[src/rtl/ryu_action_ctrl.sv]
// Purpose : per-fighter action sequencer (stand/punch/jump/crouch/walk) driving the Ryu sprite pose and anchor.
// Latency : buttons sampled on a frame_tick edge appear on RyuX/RyuY/sprite/busy right after that edge.
// Backpr. : none; free-running, advances only on frame_tick, holds otherwise. PUNCH and JUMP ignore buttons.
//
// Ports: vga_clk, Reset (sync, active-high), frame_tick (1-cycle strobe per frame),
//        btn_left/right/jump/punch/crouch (levels), RyuX/RyuY (10-bit anchor),
//        sprite (pose code = state code), busy (high in PUNCH/JUMP).
// Optional: define PUNCH_COOLDOWN_EN to lock out punches for COOLDOWN_FRAMES ticks after each punch.
module ryu_action_ctrl #(
    parameter int X_START      = 100,
    parameter int GROUND_Y     = 300,
    parameter int X_MIN        = 0,
    parameter int X_MAX        = 560,
    parameter int WALK_STEP    = 2,
    parameter int PUNCH_FRAMES = 12,
    parameter int JUMP_V       = 12,
    parameter int GRAVITY      = 1
`ifdef PUNCH_COOLDOWN_EN
   ,parameter int COOLDOWN_FRAMES = 8
`endif
) (
    input  logic       vga_clk,
    input  logic       Reset,
    input  logic       frame_tick,
    input  logic       btn_left,
    input  logic       btn_right,
    input  logic       btn_jump,
    input  logic       btn_punch,
    input  logic       btn_crouch,
    output logic [9:0] RyuX,
    output logic [9:0] RyuY,
    output logic [2:0] sprite,
    output logic       busy
);

    typedef enum logic [2:0] {
        ST_STAND  = 3'd0,
        ST_PUNCH  = 3'd1,
        ST_JUMP   = 3'd2,
        ST_CROUCH = 3'd3,
        ST_WALK_L = 3'd4,
        ST_WALK_R = 3'd5
    } state_t;

    // Sized copies of the parameters so all position math is 12-bit signed.
    localparam logic signed [11:0] XMIN_S  = 12'(X_MIN);
    localparam logic signed [11:0] XMAX_S  = 12'(X_MAX);
    localparam logic signed [11:0] STEP_S  = 12'(WALK_STEP);
    localparam logic signed [11:0] GY_S    = 12'(GROUND_Y);
    localparam logic signed [7:0]  JV_S    = 8'(JUMP_V);
    localparam logic signed [7:0]  GRAV_S  = 8'(GRAVITY);
    localparam logic [7:0]         PCNT_LD = 8'(PUNCH_FRAMES - 1);
`ifdef PUNCH_COOLDOWN_EN
    localparam logic [7:0]         COOL_LD = 8'(COOLDOWN_FRAMES);
`endif

    state_t             state;
    logic signed [7:0]  vy;
    logic signed [1:0]  drift;
    logic [7:0]         punch_cnt;
`ifdef PUNCH_COOLDOWN_EN
    logic [7:0]         cooldown;
`endif

    // Next-position helpers
    logic signed [7:0]  vy_use;
    logic signed [1:0]  drift_use;
    logic signed [11:0] dx_drift;
    logic signed [11:0] y_next;
    logic               land;
    logic [9:0]         x_drift;
    logic [9:0]         x_left;
    logic [9:0]         x_right;
    logic               punch_ok;

    // Move x by dx and saturate to [X_MIN, X_MAX]; the extra bits catch underflow.
    function automatic logic [9:0] clamp_x(input logic [9:0] x, input logic signed [11:0] dx);
        logic signed [11:0] s;
        s = $signed({2'b00, x}) + dx;
        if (s < XMIN_S)
            clamp_x = XMIN_S[9:0];
        else if (s > XMAX_S)
            clamp_x = XMAX_S[9:0];
        else
            clamp_x = s[9:0];
    endfunction

    assign sprite = state;

`ifdef PUNCH_COOLDOWN_EN
    assign punch_ok = btn_punch && (cooldown == 8'd0);
`else
    assign punch_ok = btn_punch;
`endif

    always_comb begin
        // Outside JUMP these describe the entry step, taken on the same tick.
        vy_use    = (state == ST_JUMP) ? vy : JV_S;
        drift_use = 2'sd0;
        if (state == ST_JUMP)
            drift_use = drift;
        else if (btn_left)
            drift_use = -2'sd1;
        else if (btn_right)
            drift_use = 2'sd1;
        dx_drift = 12'sd0;
        if (drift_use == -2'sd1)
            dx_drift = -STEP_S;
        else if (drift_use == 2'sd1)
            dx_drift = STEP_S;
        // Screen y grows downward, so upward velocity subtracts.
        y_next  = $signed({2'b00, RyuY}) - {{4{vy_use[7]}}, vy_use};
        land    = vy_use[7] && (y_next >= GY_S);
        x_drift = clamp_x(RyuX, dx_drift);
        x_left  = clamp_x(RyuX, -STEP_S);
        x_right = clamp_x(RyuX, STEP_S);
    end

    always_ff @(posedge vga_clk) begin
        if (Reset) begin
            state     <= ST_STAND;
            RyuX      <= 10'(X_START);
            RyuY      <= 10'(GROUND_Y);
            busy      <= 1'b0;
            vy        <= 8'sd0;
            drift     <= 2'sd0;
            punch_cnt <= 8'd0;
`ifdef PUNCH_COOLDOWN_EN
            cooldown  <= 8'd0;
`endif
        end else if (frame_tick) begin
`ifdef PUNCH_COOLDOWN_EN
            if (cooldown != 8'd0)
                cooldown <= cooldown - 8'd1;
`endif
            case (state)
                ST_STAND, ST_CROUCH, ST_WALK_L, ST_WALK_R: begin
                    if (btn_jump) begin
                        // Launch: first motion step applied on the entry tick.
                        state <= ST_JUMP;
                        busy  <= 1'b1;
                        drift <= drift_use;
                        RyuY  <= y_next[9:0];
                        vy    <= vy_use - GRAV_S;
                        RyuX  <= x_drift;
                    end else if (punch_ok) begin
                        state     <= ST_PUNCH;
                        busy      <= 1'b1;
                        punch_cnt <= PCNT_LD;
                    end else if (btn_crouch) begin
                        state <= ST_CROUCH;
                        busy  <= 1'b0;
                    end else if (btn_left) begin
                        state <= ST_WALK_L;
                        busy  <= 1'b0;
                        RyuX  <= x_left;
                    end else if (btn_right) begin
                        state <= ST_WALK_R;
                        busy  <= 1'b0;
                        RyuX  <= x_right;
                    end else begin
                        state <= ST_STAND;
                        busy  <= 1'b0;
                    end
                end
                ST_PUNCH: begin
                    // Counter loaded with N-1 on entry, so the pose lasts N ticks.
                    if (punch_cnt == 8'd0) begin
                        state <= ST_STAND;
                        busy  <= 1'b0;
`ifdef PUNCH_COOLDOWN_EN
                        cooldown <= COOL_LD;
`endif
                    end else begin
                        punch_cnt <= punch_cnt - 8'd1;
                    end
                end
                ST_JUMP: begin
                    if (land) begin
                        RyuY  <= GY_S[9:0];
                        state <= ST_STAND;
                        busy  <= 1'b0;
                    end else begin
                        RyuY <= y_next[9:0];
                    end
                    vy   <= vy_use - GRAV_S;
                    RyuX <= x_drift;
                end
                default: begin
                    state <= ST_STAND;
                    busy  <= 1'b0;
                end
            endcase
        end
    end

endmodule

[config.mk]
export PLATFORM = sky130hd
export DESIGN_NAME = ryu_action_ctrl
export DESIGN_NICKNAME = d
export VERILOG_FILES = /design/src/rtl/ryu_action_ctrl.sv
export SDC_FILE = /design/constraint.sdc
export NUM_CORES = 1
export LEC_CHECK = 0
export CORE_MARGIN = 3
export CORE_UTILIZATION = 35
export DETAILED_ROUTE_END_ITERATION = 8
export SETUP_SLACK_MARGIN = 0.05
export SKIP_LAST_GASP = 1
export SLEW_MARGIN = 15
export SYNTH_ARGS = -nofsm -noshare
export SYNTH_HDL_FRONTEND = slang
export SYNTH_SLANG_ARGS = --single-unit
[constraint.sdc]
create_clock -name vga_clk -period 4.2 [get_ports vga_clk]
set_input_delay 0.84 -clock vga_clk [delete_from_list [all_inputs] [get_ports vga_clk]]
set_output_delay 0.84 -clock vga_clk [all_outputs]
set_load 0.01 [all_outputs]
==> impl_metrics.tcl, run 1 <==
set metrics [dict create \
    critPathKind "reg -> reg" \
    cts_inserted_buffers 5 \
    cts_tree "built" \
    fmax_ghz 0.2599 \
    track_usage_pct 18.26 \
    wirelength_microns 12360 \
    fin_crit_sh_pct 91.59 \
    die_y_microns 116.4 \
    grt-ovfl-total 0 \
    synth_mux_area_share_pct 3.225 \
    cts_root_buf "clkbuf_16" \
    grt_max_degree 26 \
    clockBufferDepth 2 \
    final_cell_area_sq_um 4802 \
    power.static_leakage_uw 0.001631 \
    cp.arrival_ns 4.03 \
    peakVddDrop_mv 0.1682 \
    start_util_pct 36.59 \
    worst_pin_slew_ns 1.015 \
    firstDrtPassIters 5 \
    async_reset_ff_share_pct 0 \
    grt_pass1_wl_microns 20110 \
    swShare_pct 40.87 \
    tns_ns 0 \
    cp_cell_sequence "nor3b_4 > buf_4 > nand2_1 > ha_1 > a21o_1 > a2111oi_1 > o21ai_0 > mux2i_1 > o2111ai_1 > o221ai_2 > nor3_1 > a22o_1" \
    cp.required_ns 4.39 \
    slew_violations 0 \
    nFillCells 1202 \
    gp_congestion 0.8936 \
    ys_types 89 \
    syn-num-nets 593 \
    row_count 39 \
    switchingPower_uw 656.2 \
    holdBufCountCts 0 \
    worstPathMaxFanout 17 \
    drive_gt1_share_pct 10.57 \
    p_comb_share_pct 42.1 \
    rsz0062_at_grt "no" \
    cts.sinks 42 \
    p_int_uw 949.3 \
    grt_antenna_before_repair 0 \
    synth_top_area_cell "dfxtp_1" \
    first_iter_violations 332 \
    p_per_area_nw_per_um2 334.3 \
    synthToLayoutAreaGrowth_pct 12.52 \
    synth_edf_count 0 \
    setup_viol_count_final 0 \
    post_drt_wl_per_cell_microns 17.16 \
    syn_inst 566 \
    ys_ff_latch 42 \
    synth_xor_area_share_pct 4.339 \
    syn_area_sq_um 4268 \
    io_buffers 31 \
    drc 0 \
    critPathBufInv 1 \
    finalHoldViolCount 0 \
    synth_compound_area_share_pct 29.93 \
    critPathLaunchType "flop" \
    layout_min_cycle_time_ns 3.847 \
    clock_skew_ns 0.004602 \
    power_frac_clock_pct 24.4 \
    yosysSeqAreaShare_pct 19.70 \
    synth_top_family_by_area "simple AND/OR/NAND/NOR gates" \
    slowest_delay_ns 0.53 \
    die_w_microns 116.4 \
    synth_flop_cell "dfxtp_1" \
    num_vias 4377 \
    io_pins 32 \
    cts_htree_levels 2 \
    slew_headroom_pct 32.08 \
    worstSkewPairLatency_ns 0.29 \
    cap_violations 0 \
    cp-end-kind "flop" \
    fp.coreArea_sq_um 11660 \
    holdCritPathClass "reg -> reg" \
    path_clk_slew_ns 0.06 \
    synthDominantCellAreaShare_pct 19.70 \
    via_per_inst 6.079 \
    dp_hpwl_microns 9036 \
    syn_area_per_cell_sq_um 7.540 \
    synth_adder_area_share_pct 5.981 \
    synth_area_leaders "dfxtp_1 (20%), ha_1 (5.3%), nor2_1 (4.8%)" \
    final_antenna_net_count 0 \
    grt_pass1_vias 3977 \
    design.die.area_sq_um 13550 \
    pwr-share-seq_pct 33.5 \
    yosys.area_share.simple_pct 30.81 \
    nNetsFinal 603 \
    cp_slowest_cell "a2111oi_1" \
    synth_warnings 0 \
    cp_top_family "compound AO/OA/AOI/OAI gates" \
    antenna_cells 0 \
    post_dp_cell_area_sq_um 4658 \
    status "complete, no violations" \
]
## power groups by stage
stage	clock (uW)	combinational [uW]	sequential, uW
2_1_floorplan	0	538	488
3_3_place_gp	0	657	543
3_5_place_dp	0	667	544
4_1_cts	402	670	535
5_1_grt	419	743	548
6_report	392	675	538
## tightest hold or removal path: cells and delay by family, from the launching register on
| kind | cells | cell delay, ns |
|---|---|---|
| compound gates | 1 | 0.05 |
| flops | 1 | 0.32 |
| simple gates | 1 | 0.05 |
## cell type report
class / count / area [sq um] / area share [%]
Inverter: 24 / 90.09 / 1.876
Clock buffer: 6 / 128.9 / 2.684
Timing Repair Buffer: 40 / 377.9 / 7.869
Clock inverter: 2 / 13.76 / 0.2866
Multi-Input combinational cell: 463 / 3172 / 66.05
Sequential cell: 42 / 840.8 / 17.51
Tap cell: 143 / 178.9 / 3.726
## synth_stat cells (6+ instances only)
library cell   n
and2_1         6
nor2_1        55
nor4_1        12
a21o_1         6
xnor2_1       10
buf_2         10
and3_1         6
dfxtp_1       42
a21oi_1       40
nor3_1        25
or3_1          6
o21ai_0       30
inv_1         23
a211oi_1       7
a31oi_1        7
nand3_1       23
clkbuf_1      20
nor4b_1        6
xor2_1         8
nand2_1       45
or2_2         13
ha_1          18
o221ai_1       6
nand2b_1      10
o21ai_1        6
nor2b_1        6
## metal layers
| layer | routed length [microns] | part of all wire, % | up-vias | GRT usage [%] |
|---|---|---|---|---|
| li1 | - | - | 2148 | - |
| met1 | 5539 | 45 | 2054 | 24.60 |
| met2 | 5826 | 47 | 154 | 29.86 |
| met3 | 753 | 6.1 | 21 | 3.679 |
| met4 | 238 | 1.9 | 0 | 4.718 |
| met5 | 0 | 0 | - | 0 |
## flip-flops by register name, indices dropped and copies added, names as in the netlist
| name | count |
|---|---|
| drift | 2 |
| punch_cnt | 8 |
| vy | 8 |
| sprite | 3 |
| busy | 1 |
| RyuY | 10 |
| RyuX | 10 |
## worst paths after layout
check / start / endpoint / slack, ns / depth (start not counted)
setup / recovery: sprite[0] / RyuY[6] / 0.35 / 12
hold / removal: RyuY[0] / RyuY[0] / 0.46 / 2
setup reg to reg: sprite[0] / RyuY[6] / 0.35 / 12
hold reg to reg: RyuY[0] / RyuY[0] / 0.46 / 2
## logic make-up after synthesis
family                     count (synthesis)
and+or+nand+nor                          243
AOI/OAI and AO/OA                        171
buffers and inverters                     61
DFF                                       42
adders and majority gates                 20
xor gates and xnor gates                  19
muxes                                     10
## cell usage in the layout, fill, tap and decap left out, types with 7 or more instances in the layout
cell type / count
a21oi_1: 40
nor4_1: 12
xor2_1: 8
inv_1: 23
clkdlybuf4s50_1: 31
nor2_1: 55
a211oi_1: 7
ha_1: 18
nor3_1: 25
dfxtp_1: 42
or2_2: 13
nand2b_1: 10
nand3_1: 23
a31oi_1: 7
xnor2_1: 10
o21ai_0: 30
nand2_1: 45
buf_4: 9
## through the flow
stage | power [uW] | hold slack, ns | setup WS [ns] | instances | util [%]
after CTS | 1607 | 0.4691 | 0.3994 | 720 | 41.17
after global routing | 1710 | 0.5188 | 0.1306 | 720 | 41.18
after detailed placement | 1211 | 0.4596 | 0.1183 | 712 | 39.94
after floorplan | 1026 | 0.4679 | 0.4669 | 566 | -
final | 1605 | 0.4634 | 0.3531 | 720 | 41.18
after global placement | 1200 | 0.4516 | 0.2599 | 712 | 39.94
## repair_timing
action,in CTS,in global routing
gates resized for setup,0,1
endpoints found under the setup margin,0,2
setup buffers,0,0
hold endpoints to repair,0,0
Power figures use the tool's default switching activity.
==> run 2, diff against run 1 <==
--- a/config.mk
+++ b/config.mk
@@ -8,9 +8,9 @@
 export CORE_MARGIN = 3
 export CORE_UTILIZATION = 35
 export DETAILED_ROUTE_END_ITERATION = 8
+export MAX_ROUTING_LAYER = met4
 export SETUP_SLACK_MARGIN = 0.05
 export SKIP_LAST_GASP = 1
-export SLEW_MARGIN = 15
 export SYNTH_ARGS = -nofsm -noshare
 export SYNTH_HDL_FRONTEND = slang
 export SYNTH_SLANG_ARGS = --single-unit
==> run 2 against run 1 <==
  * Sequential share of layout area fell by 0.21 points
  * Flip-flop and latch count is the same
  * Combinational power about the same
  * Critical path depth fell by 1
  * Utilization grew 0.49 points
  * Via count about the same
  * Critical endpoint is now RyuY[8]
  * Routed wire length down 1.3%
  * Sequential power barely moved
  * Clock power increased by 33%
  * Largest power group unchanged
  * Final cell count rose by 0.14%
  * Clock skew is 0.00098 ns lower
==> impl_metrics.tcl, run 2 (synthesis results as in run 1) <==
set metrics [dict create \
    status "complete, no violations" \
    post_cts_buffers 0 \
    dp_hpwl_microns 9069 \
    cts_inserted_buffers 5 \
    fin_crit_sh_pct 91.49 \
    power.static_leakage_uw 0.001659 \
    cts_resized 0 \
    place_ws_ns 0.09244 \
    p_comb_share_pct 39.0 \
    synthToLayoutAreaGrowth_pct 13.87 \
    holdCritStartpoint "RyuY[0]" \
    grt_max_degree 26 \
    power_frac_clock_pct 30.2 \
    io_buffers 31 \
    tns_ns 0 \
    drc 0 \
    layout_min_cycle_time_ns 3.843 \
    slew_headroom_pct 47.65 \
    num_vias 4381 \
    fmax_ghz 0.2602 \
    setup_ws_ns 0.3573 \
    cp_top_family "simple AND/OR/NAND/NOR gates" \
    top_regs "RyuX (10), RyuY (10)" \
    die_y_microns 116.4 \
    slew_violations 0 \
    grt_pass1_wl_microns 19940 \
    finalHoldViolCount 0 \
    io_pins 32 \
    regToRegSetupSlack_ns 0.36 \
    clock_skew_ns 0.003617 \
    slowest_delay_ns 0.43 \
    cp.arrival_ns 4.02 \
    cp_cell_sequence "nor3b_4 > nand2_1 > ha_1 > nor2b_1 > or2_2 > o221ai_1 > and4b_1 > a2111oi_2 > o221ai_2 > or3_4 > o32a_1" \
    p_total_uw 1736 \
    firstDrtPassIters 5 \
    first_iter_violations 311 \
    fp.coreArea_sq_um 11660 \
    path_clk_slew_ns 0.07 \
    worstSkewPairLatency_ns 0.29 \
    drive_gt1_share_pct 10.90 \
    track_usage_pct 18.53 \
    timing.rr.end "RyuY[8]" \
    holdCritPathClass "reg -> reg" \
    critPathKind "reg -> reg" \
    grt_pass1_vias 3984 \
    holdBufCountCts 0 \
    final_common_cell "nor2_1" \
    worst_pin_slew_ns 0.7841 \
    switchingPower_uw 664.0 \
    setup_viol_count_final 0 \
    wirelength_microns 12200 \
    cp_slowest_cell "nor2b_1" \
    design.die.area_sq_um 13550 \
    antenna_cells 0 \
    start_util_pct 36.59 \
    clockBufferDepth 2 \
    critPathLaunchType "flop" \
    swShare_pct 38.25 \
    nNetsFinal 604 \
    min_to "RyuY[0]" \
    rsz0062_at_grt "no" \
    gp_congestion 0.9238 \
    grt-ovfl-total 0 \
    pwr-share-seq_pct 30.8 \
    cap_violations 0 \
    worstPathMaxFanout 8 \
    cp-end-kind "flop" \
    cts.sinks 42 \
    hold_path_depth 2 \
    grt_antenna_before_repair 0 \
    final_antenna_net_count 0 \
    via_per_inst 6.076 \
    p_per_area_nw_per_um2 357.2 \
    cts_root_buf "clkbuf_16" \
    ff2ff_path_depth 11 \
    critPathBufInv 0 \
    peakVddDrop_mv 0.1766 \
    cts_tree "built" \
    cts_htree_levels 2 \
    die_w_microns 116.4 \
    p_int_uw 1072 \
    post_drt_wl_per_cell_microns 16.92 \
    final_cell_mix "nor2_1 (55), nand2_1 (45), dfxtp_1 (42), a21oi_1 (40), clkdlybuf4s50_1 (31)" \
    timing.rr.start "sprite[0]" \
    row_count 39 \
    cp.required_ns 4.38 \
]
==> run 2: changes by cell type in the layout (fill, tap and decap cells not counted) <==
cell / before / now
a2111oi_0: 4 / 5
buf_4: 9 / 10
clkbuf_1: 1 / 0
a2111oi_1: 1 / 0
bufinv_16: 0 / 2
clkinv_2: 1 / 0
==> run 2: cell type report <==
type	count	area [sq um]
clock buffer	5	125.1
clock inverter	3	68.82
fill	1194	6803
inverter	24	90.09
multi-input combinational	463	3171
sequential	42	840.8
tap	143	178.9
timing repair buffer	41	385.4
==> run 2: worst max-delay path by stage <==
| stage | end | startpoint | cells past startpoint |
|---|---|---|---|
| 6_report | RyuY[8] | sprite[0] | 11 |
| 5_1_grt | RyuY[8] | sprite[0] | 11 |
| 4_1_cts | RyuY[8] | sprite[0] | 11 |
| 3_5_place_dp | RyuX[2] | btn_left | 13 |
| 3_3_place_gp | RyuX[2] | btn_left | 12 |
| 2_1_floorplan | RyuY[8] | sprite[1] | 16 |
==> run 2: worst min-delay path, cell delays in order, from the launching register on <==
cell	delay [ns]
dfxtp_1	0.32
nand2_1	0.05
o21ai_1	0.05
==> run 2: through the flow <==
step,instances,hold slack (ns),area [sq um],util [%]
finish,721,0.4719,4860,41.67
global route,721,0.5122,4860,41.67
detailed placement,713,0.4718,4666,40.01
floorplan,566,0.4679,4268,-
CTS,721,0.4807,4860,41.67
global placement,713,0.4534,4666,40.01
==> run 2: power groups by stage <==
| stage | Clock, uW | Combinational (uW) | Sequential (uW) |
|---|---|---|---|
| after global routing | 547 | 747 | 546 |
| after detailed placement | 0 | 670 | 542 |
| final | 523 | 677 | 535 |
| after global placement | 0 | 661 | 542 |
| after CTS | 531 | 673 | 533 |
| after floorplan | 0 | 538 | 488 |
==> run 2: metal layers <==
metal  global-route usage [%]  up-vias  part of all wire, %
met5                        -        -                    0
met4                    4.099        0                  1.7
met3                    2.746       24                  4.1
met2                    29.56      119                   48
met1                    24.89     2086                   46
li1                         -     2152                    -
